==> src/rtl/sdram_req_arbiter.sv <==
// Request front-end for the 8-bit SDRAM controller: merges a buffered write stream and a
// CPU byte-read port into one controller request at a time, with a one-entry read cache.
module sdram_req_arbiter #(
    parameter int FIFO_DEPTH    = 4,
    parameter int RD_GAP_CYCLES = 8,
    parameter int MAX_WR_BURST  = 4
) (
    input  logic        clk,
    input  logic        reset,
    input  logic        wr_valid,
    output logic        wr_ready,
    input  logic [24:0] wr_addr,
    input  logic [7:0]  wr_data,
    input  logic        rd_req,
    input  logic [24:0] rd_addr,
    output logic        rd_busy,
    output logic        rd_done,
    output logic [7:0]  rd_data,
    output logic [24:0] sd_raddr,
    output logic        sd_rd,
    input  logic        sd_rd_rdy,
    input  logic [7:0]  sd_dout,
    output logic [24:0] sd_waddr,
    output logic [7:0]  sd_din,
    output logic        sd_we,
    input  logic        sd_we_ack
);
    localparam int PW = $clog2(FIFO_DEPTH);
    localparam int BW = $clog2(MAX_WR_BURST + 1);
    localparam int GW = $clog2(RD_GAP_CYCLES + 1);

    typedef enum logic [2:0] {
        IDLE,
        WR_WAIT,
        RD_HI,
        RD_ACC,
        RD_DATA,
        RD_GAP
    } state_t;

    state_t state, next_state;

    logic [24:0]   fifo_addr [FIFO_DEPTH];
    logic [7:0]    fifo_data [FIFO_DEPTH];
    logic [PW:0]   wr_ptr, rd_ptr, fifo_count;
    logic          fifo_empty, fifo_full;
    logic [24:0]   head_addr;
    logic [7:0]    head_data;
    logic          push, pop;

    logic          start_rd, rd_finish, wr_finish;
    logic [24:0]   pend_addr;
    logic          hazard;
    logic [BW-1:0] burst_cnt;
    logic [GW-1:0] gap_cnt;

    logic          cache_valid;
    logic [24:0]   cache_addr;
    logic [7:0]    cache_data;

    logic          accept, hit, pend_match, issue_match, cache_fwd;
    logic [7:0]    hit_data;
    logic [PW-1:0] offset, idx;

    assign fifo_count = wr_ptr - rd_ptr;
    assign fifo_empty = (wr_ptr == rd_ptr);
    assign fifo_full  = (wr_ptr[PW] != rd_ptr[PW]) && (wr_ptr[PW-1:0] == rd_ptr[PW-1:0]);
    assign head_addr  = fifo_addr[rd_ptr[PW-1:0]];
    assign head_data  = fifo_data[rd_ptr[PW-1:0]];

    // A pop in the same cycle frees a slot, so a full FIFO can still accept a push.
    assign wr_ready = !reset && (!fifo_full || pop);
    assign push     = wr_valid && wr_ready;

    always_ff @(posedge clk) begin
        if (reset) begin
            state <= IDLE;
        end else begin
            state <= next_state;
        end
    end

    always_comb begin
        next_state = state;
        pop        = 1'b0;
        start_rd   = 1'b0;
        rd_finish  = 1'b0;
        wr_finish  = 1'b0;
        case (state)
            IDLE: begin
                if (rd_busy && !hazard && (fifo_empty || burst_cnt == BW'(MAX_WR_BURST))) begin
                    start_rd   = 1'b1;
                    next_state = RD_HI;
                end else if (!fifo_empty) begin
                    pop        = 1'b1;
                    next_state = WR_WAIT;
                end
            end
            WR_WAIT: begin
                if (sd_we_ack == sd_we) begin
                    wr_finish  = 1'b1;
                    next_state = IDLE;
                end
            end
            RD_HI: begin
                if (!sd_rd_rdy) begin
                    next_state = RD_ACC;
                end
            end
            RD_ACC: begin
                if (sd_rd_rdy) begin
                    rd_finish  = 1'b1;
                    next_state = RD_GAP;
                end
            end
            RD_GAP: begin
                if (gap_cnt == GW'(RD_GAP_CYCLES - 1)) begin
                    next_state = IDLE;
                end
            end
            default: next_state = IDLE;
        endcase
    end

    // Queued writes to the read address (excluding the one leaving now) make the cache stale.
    always_comb begin
        pend_match = push && (wr_addr == rd_addr);
        offset     = '0;
        idx        = '0;
        for (int i = 0; i < FIFO_DEPTH; i++) begin
            idx    = PW'(i);
            offset = idx - rd_ptr[PW-1:0];
            if (({1'b0, offset} < fifo_count) && !(pop && offset == '0) &&
                (fifo_addr[idx] == rd_addr)) begin
                pend_match = 1'b1;
            end
        end
    end

    assign issue_match = (pop && head_addr == rd_addr) ||
                         (state == WR_WAIT && sd_we != sd_we_ack && sd_waddr == rd_addr);
    assign cache_fwd   = pop && cache_valid && (head_addr == cache_addr);
    assign accept      = rd_req && !rd_busy;
    assign hit         = cache_valid && (cache_addr == rd_addr) && !pend_match;
    assign hit_data    = cache_fwd ? head_data : cache_data;

    always_ff @(posedge clk) begin
        if (push) begin
            fifo_addr[wr_ptr[PW-1:0]] <= wr_addr;
            fifo_data[wr_ptr[PW-1:0]] <= wr_data;
        end
    end

    always_ff @(posedge clk) begin
        if (reset) begin
            wr_ptr      <= '0;
            rd_ptr      <= '0;
            rd_busy     <= 1'b0;
            rd_done     <= 1'b0;
            rd_data     <= '0;
            sd_rd       <= 1'b0;
            sd_raddr    <= '0;
            sd_waddr    <= '0;
            sd_din      <= '0;
            sd_we       <= sd_we_ack;
            cache_valid <= 1'b0;
            cache_addr  <= '0;
            cache_data  <= '0;
            pend_addr   <= '0;
            hazard      <= 1'b0;
            burst_cnt   <= '0;
            gap_cnt     <= '0;
        end else begin
            rd_done <= 1'b0;
            if (push) begin
                wr_ptr <= wr_ptr + 1'b1;
            end
            if (pop) begin
                rd_ptr   <= rd_ptr + 1'b1;
                sd_waddr <= head_addr;
                sd_din   <= head_data;
                sd_we    <= ~sd_we;
                if (rd_busy && burst_cnt != BW'(MAX_WR_BURST)) begin
                    burst_cnt <= burst_cnt + 1'b1;
                end
                if (cache_fwd) begin
                    cache_data <= head_data;
                end
            end
            if (accept) begin
                if (hit) begin
                    rd_done <= 1'b1;
                    rd_data <= hit_data;
                end else begin
                    rd_busy   <= 1'b1;
                    pend_addr <= rd_addr;
                    hazard    <= pend_match || issue_match;
                end
            end else if (wr_finish && rd_busy && fifo_empty) begin
                hazard <= 1'b0;
            end
            if (start_rd) begin
                sd_raddr <= pend_addr;
                sd_rd    <= 1'b1;
            end
            if (rd_finish) begin
                rd_data     <= sd_dout;
                rd_done     <= 1'b1;
                rd_busy     <= 1'b0;
                sd_rd       <= 1'b0;
                burst_cnt   <= '0;
                gap_cnt     <= '0;
                cache_valid <= 1'b1;
                cache_addr  <= sd_raddr;
                cache_data  <= sd_dout;
            end
            if (state == RD_GAP) begin
                gap_cnt <= gap_cnt + 1'b1;
            end
        end
    end

endmodule

==> config.mk <==
export PLATFORM = sky130hd
export DESIGN_NAME = sdram_req_arbiter
export DESIGN_NICKNAME = d
export VERILOG_FILES = /design/src/rtl/sdram_req_arbiter.sv
export SDC_FILE = /design/constraint.sdc
export NUM_CORES = 1
export LEC_CHECK = 0
export BUFFER_PORTS_ARGS = -buffer_cell sky130_fd_sc_hd__buf_2
export CORE_MARGIN = 1
export CORE_UTILIZATION = 35
export CTS_CLUSTER_DIAMETER = 40
export DETAILED_ROUTE_END_ITERATION = 10
export GPL_TIMING_DRIVEN = 0
export SETUP_SLACK_MARGIN = 0.3
export SYNTH_ARGS = -nofsm -noshare
export SYNTH_HDL_FRONTEND = slang
export SYNTH_SLANG_ARGS = --single-unit
==> constraint.sdc <==
create_clock -name clk -period 3.6 [get_ports clk]
set_clock_uncertainty 0.05 [all_clocks]
set_input_delay 0.54 -clock clk [delete_from_list [all_inputs] [get_ports clk]]
set_output_delay 0.54 -clock clk [all_outputs]
set_load 0.005 [all_outputs]
==> results of run 1 <==
[flip-flops by register name, summed over array words and instances, names as in the netlist, 25 cells and up, named ones only]
name        count
sd_raddr       25
cache_addr     25
fifo_addr     100
pend_addr      25
sd_waddr       25
fifo_data      32
[worst paths after layout]
| check | from | to | slack, ps | cells past startpoint |
|---|---|---|---|---|
| max | register | hazard | 390 | 10 |
| max reg2reg | register | hazard | 390 | 10 |
| min | wr_data[7] | fifo_data[1][7] | 180 | 1 |
| min reg2reg | rd_data[4] | rd_data[4] | 400 | 2 |
[through the flow]
step	instance area [um^2]	total power, W
global placement	14700	0.00674
finish	16500	0.0111
global route	16500	0.0115
CTS	16400	0.0110
detailed placement	14800	0.00679
floorplan	13500	0.00576
[cell families after synthesis]
group / synth area share [%]
flops: 51.5
xor+xnor: 14.9
mux: 8.44
buf+inv: 3.24
simple gates: 13.4
compound gates: 6.66
fa+ha+maj: 1.82
[repair_timing]
item,4_1_cts,5_1_grt
pin swaps,2,9
setup buffers,4,5
gates resized for setup,23,14
endpoints found under the setup margin,44,54
[layout make-up]
| class | count | share of cell area (%) |
|---|---|---|
| flip-flops and latches | 280 | 42.1 |
| well taps | 511 | 3.88 |
| repair buffers | 130 | 4.45 |
| clock inverters | 27 | 1.75 |
| diodes | 1 | 0.0152 |
| plain buffers | 74 | 2.44 |
| multi-input cells | 853 | 37.9 |
| clock buffers | 50 | 7.01 |
| inverters | 17 | 0.387 |
[critical path, stage by stage, from the launching register on]
cell      delay, ps
dfxtp_1         330
buf_6           150
clkbuf_4        250
clkbuf_4        290
mux4_2          440
xor2_1          180
nor4_1          390
nand3_1         150
nor4_1          580
o21ai_1         170
mux2i_1         140
[Yosys cell counts (10+ instances only)]
master	number
nand2_1	177
mux2i_1	44
edfxtp_1	133
and2_1	10
nor3_1	10
clkbuf_1	51
nor2_1	78
nand4_1	20
xor2_1	159
xnor2_1	71
nor4_1	36
a21oi_1	103
dfxtp_1	147
inv_1	16
mux4_2	20
nand3_1	16
ha_1	18
[report_power, final]
part	leakage [nW]	internal, W	switching [W]
combinational	2.96	0.00119	0.00188
clock	0.705	0.00261	0.00157
sequential	2.40	0.00360	0.000238
total	6.07	0.00740	0.00369
[layer usage]
metal  vias to the layer above  part of all wire [%]  GRT usage (%)
met5                         -                     0              0
met4                         0                   2.7           7.03
met3                        78                   7.2           4.04
met2                       399                    47           36.7
met1                      4899                    43           30.8
li1                       4652                     -              -
==> metrics.md, run 1 <==
| Metric | Value |
|---|---|
| Commonest non-fill, non-tap cell in the layout | `nand2_1` |
| Final hold slack | `178 ps` |
| Vias in the first global route | `9,831` |
| Die area | `39,300 um^2` |
| Register area | `6940 um^2` |
| First-pass GRT wire length | `64,400 um` |
| Mapped Avg Cell Area | `11.0 um^2` |
| Core area | `37,800 um^2` |
| Syn. warnings | `0` |
| Drt via density | `5.16` |
| RSZ-0062 raised after global routing | `yes` |
| Tcrit/Tclk final | `89.0%` |
| WP data required | `4020 ps` |
| Worst-skew pair later-pin latency | `540 ps` |
| Max Clk Rate | `312 MHz` |
| Largest net degree at the start of global routing | `32` |
| Post-synth EDFFs | `133` |
| Pwr dens | `673 nW/um^2` |
| Lkg Pwr | `6.07 nW` |
| Maxcap violations | `0` |
| Sequential fraction of the synthesis area | `51.5%` |
| Worst slew margin | `25.7%` |
| H-tree depth | `2` |
| Iteration-0 DRC Markers | `881` |
| Pre-CTS WS | `-702 ps` |
| Fin. Hold Viols | `0` |
| Peak VDD IR | `0.000360 V` |
| Maximum root-to-sink buffer count | `3` |
| Critical Path AT | `3630 ps` |
| Die height | `198 um` |
| Dpl hpwl | `33,300 um` |
| Min-delay worst type | `input port to register` |
| Routed vias | `10,028` |
| Num CTS Buffers | `43` |
| Clk slew on worst S/H paths | `60 ps` |
| Syn Std Cell Area | `13,500 um^2` |
| Post-synth ARST share | `0%` |
| Leading post-synthesis cells by cell area | `edfxtp_1 30%, dfxtp_1 22%, xor2_1 10%` |
| Top_reg_cell synth | `dfxtp_1` |
| Startpoint Class | `register` |
| Fin Setup TNS | `0 ps` |
| Final WL | `44,200 um` |
| Fin crit period | `3210 ps` |
| Avg WL per Cell | `22.7 um` |
| Final setup viols | `0` |
| Hold-fix buffer count after cts | `0` |
| GRT Overall Usage | `22.7%` |
| Routability cong. | `0.924` |
| First drt pass iteration count | `5` |
| Initial antenna violation count | `1` |
| Share of layout cells above drive strength 1 | `20.0%` |
| Syn Inst Count | `1,224` |
| Remaining global-route overflow | `0` |
| CTS tree | `yes` |
| # rows | `71` |
| Top-area cell type share of the netlist area | `29.6%` |
| Die width | `198 um` |
| Most frequent cells in the layout | `177 x nand2_1, 159 x xor2_1, 145 x dfxtp_1` |
| Worst-Margin Slew | `1110 ps` |
| Mapped Nets | `1,315` |
| IO Pins | `143` |
| Initial Util | `35.7%` |
| Post-Layout Cell Count | `1,943` |
| CTS Sinks | `280` |
| Area grow syn2layout | `22.2%` |
| Final Util | `43.6%` |
| IO Port Bufs | `117` |
| FILL cells | `3,628` |
| Status | `completed` |
| Crit-path max FO | `10` |
| CP Capture Type | `register` |
| Pins Over Slew Limit | `0` |
| Inst Count DP | `1,856` |
| Area leader, netlist | `edfxtp_1` |
| Antenna-violating nets left | `0` |
| Setup slack after layout | `394 ps` |
| Detailed-route DRC error count | `0` |
| Netlist cell types | `59` |
| Clock root buffer | `clkbuf_16` |
| Nets | `1,490` |
| Crit Path Class | `register to register` |
| FF+latch count, synth | `280` |
| Multi-input combinational cell area | `6250 um^2` |
No activity file was read; power rests on OpenSTA's default activity.
==> inputs of run 2 (changes only) <==
- CORE_UTILIZATION: 35 -> 53
- PLACE_DENSITY: not set -> 0.76
- clock period: 3.6 -> 2.6 ns (I/O delays scaled with it)
==> run 2 against run 1 <==
  * The flow now finishes with violations (setup timing)
  * Wire length grew 1.5%
  * Clock-buffer cell count shrank 5
  * Die area shrank 34%
  * Largest cell class unchanged
  * Maximum frequency grew 2.9%
  * Final cell count shrank 7.6%
  * First-iteration DRC count grew 69%
  * Clock power grew 34%
  * Sequential cell count is the same
  * Core utilization grew 26 points
==> metrics.md, run 2 (synthesis gave the netlist of run 1 again) <==
| Metric | Value |
|---|---|
| Final WL | `44,800 um (was 44,200 um)` |
| Failing checks | `setup timing` |
| Lkg Pwr | `6.45 nW (was 6.07 nW)` |
| Core area | `24,600 um^2 (was 37,800 um^2)` |
| Clk slew on worst S/H paths | `60 ps (about the same)` |
| Routability cong. | `0.960 (was 0.924)` |
| Iteration-0 DRC Markers | `1,488 (was 881)` |
| GRT Overall Usage | `33.8% (was 22.7%)` |
| WP data required | `2960 ps (was 4020 ps)` |
| Pre-CTS WS | `-1090 ps (was -702 ps)` |
| Drt via density | `6.10 (was 5.16)` |
| Detailed-route DRC error count | `0 (unchanged)` |
| Fin area | `17,100 um^2 (was 16,500 um^2)` |
| Crit Path Class | `register to register (unchanged)` |
| Pins Over Slew Limit | `0 (unchanged)` |
| Avg WL per Cell | `25.0 um (was 22.7 um)` |
| FILL cells | `1,740 (was 3,628)` |
| CP Capture Type | `register (unchanged)` |
| Status | `finished with violations (was completed)` |
| Max FFs per register | `100 (unchanged)` |
| Max Clk Rate | `321 MHz (was 312 MHz)` |
| Worst R2R Setup Slack | `-520 ps (was 390 ps)` |
| Most frequent cells in the layout | `177 x nand2_1, 156 x xor2_1, 138 x dfxtp_1 (was 177 x nand2_1, 159 x xor2_1, 145 x dfxtp_1)` |
| Family with the most delay on the worst path | `buffers and inverters (was simple AND/OR/NAND/NOR gates)` |
| Antenna-violating nets left | `0 (unchanged)` |
| Clock root buffer | `clkbuf_16 (unchanged)` |
| RSZ-0062 raised after global routing | `yes (unchanged)` |
| Commonest non-fill, non-tap cell in the layout | `nand2_1 (unchanged)` |
| Tcrit/Tclk final | `120% (was 89.0%)` |
| Peak VDD IR | `0.000725 V (was 0.000360 V)` |
| Worst-Margin Slew | `1130 ps (was 1110 ps)` |
| Initial Util | `54.8% (was 35.7%)` |
| Setup slack after layout | `-516 ps (was 394 ps)` |
| Share of layout cells above drive strength 1 | `27.3% (was 20.0%)` |
| Nets | `1,532 (was 1,490)` |
| IO Port Bufs | `117 (unchanged)` |
| First-pass GRT wire length | `64,500 um (was 64,400 um)` |
| Critical Path AT | `3470 ps (was 3630 ps)` |
| Diodes inserted | `0 (was 1)` |
| Placed inst area | `14,600 um^2 (was 14,800 um^2)` |
| Most used cell, CP | `buf_4` |
| Slowest stage delay, CP | `440 ps (was 580 ps)` |
| Routed vias | `10,957 (was 10,028)` |
| Vias in the first global route | `10,585 (was 9,831)` |
| Num CTS Buffers | `40 (was 43)` |
| Initial antenna violation count | `0 (was 1)` |
| Fin Setup TNS | `-20,010 ps (was 0 ps)` |
| Dpl hpwl | `29,500 um (was 33,300 um)` |
| Multi-input combinational cell area | `6570 um^2 (was 6250 um^2)` |
| Inst Count DP | `1,665 (was 1,856)` |
| Final Util | `69.6% (was 43.6%)` |
| Crit-path max FO | `10 (unchanged)` |
| Worst path cell trace | `buf_6 > buf_4 > buf_4 > mux4_2 > xnor2_1 > nand4_1 > nor4b_4 > a21oi_4 > a221oi_2 > o21ai_1 (was buf_6 > clkbuf_4 > clkbuf_4 > mux4_2 > xor2_1 > nor4_1 > nand3_1 > nor4_1 > o21ai_1 > mux2i_1)` |
| Die height | `161 um (was 198 um)` |
| Worst slew margin | `24.6% (was 25.7%)` |
| Pwr dens | `934 nW/um^2 (was 673 nW/um^2)` |
| Register area | `6960 um^2 (was 6940 um^2)` |
| First drt pass iteration count | `5 (unchanged)` |
| Fin. Hold Viols | `0 (unchanged)` |
| Area grow syn2layout | `27.0% (was 22.2%)` |
| Critical path's slowest cell | `nor4b_4 (was nor4_1)` |
| # rows | `57 (was 71)` |
| Startpoint Class | `register (unchanged)` |
| Die width | `161 um (was 198 um)` |
| Largest net degree at the start of global routing | `18 (was 32)` |
| Maxcap violations | `0 (unchanged)` |
| H-tree depth | `2 (unchanged)` |
| Maximum root-to-sink buffer count | `3 (unchanged)` |
| Remaining global-route overflow | `0 (unchanged)` |
| Worst-skew pair later-pin latency | `540 ps (about the same)` |
| Post-Layout Cell Count | `1,795 (was 1,943)` |
| CTS tree | `yes (unchanged)` |
| Die area | `26,100 um^2 (was 39,300 um^2)` |
| Final setup viols | `44 (was 0)` |
| Fin crit period | `3120 ps (was 3210 ps)` |
| IO Pins | `143 (unchanged)` |
| WP buf/inv | `3 (unchanged)` |
| Min-delay worst type | `input port to register (unchanged)` |
| CTS Sinks | `280 (unchanged)` |
-- run 2: worst paths after layout --
kind              start               to  cells past startpoint
max            register       rd_data[4]                     10
min          wr_data[0]  fifo_data[1][0]                      1
max reg2reg    register       rd_data[4]                     10
min reg2reg  rd_data[5]       rd_data[5]                      2
-- run 2: routing by layer --
metal | up-vias | global-route usage, % | part of all wire (%)
met4 | 0 | 17.0 | 5.6
li1 | 4721 | - | -
met5 | - | 0 | 0
met3 | 140 | 6.34 | 10
met1 | 5361 | 44.3 | 38
met2 | 735 | 53.7 | 46
-- run 2: final cells by class --
cell class | count | share of cell area [%]
Inverter | 17 | 0.431
Buffer | 74 | 2.80
Clock inverter | 27 | 1.86
Sequential cell | 280 | 40.6
Tap cell | 324 | 2.37
Multi-Input combinational cell | 859 | 38.4
Timing Repair Buffer | 169 | 7.33
Clock buffer | 45 | 6.20
-- run 2: metrics by stage --
stage,hold slack (ps),power [W]
final,29.4,0.0160
after detailed placement,396,0.00946
after floorplan,381,0.00814
after global placement,386,0.00940
after CTS,22.4,0.0156
after global routing,18.5,0.0165
-- run 2: repair_timing --
action | in CTS | in global routing
pin swaps | 22 | 18
buffers inserted | 39 | 8
setup endpoints to repair | 268 | 231
cloned | 8 | 3
gates resized for setup | 86 | 63
hold buffers | 0 | 0
-- run 2: power breakdown --
part / internal [W] / total [W] / switching (W)
logic: 0.00214 / 0.00504 / 0.00290
clock network: 0.00349 / 0.00561 / 0.00212
registers: 0.00499 / 0.00534 / 0.000347
total: 0.0106 / 0.0160 / 0.00537
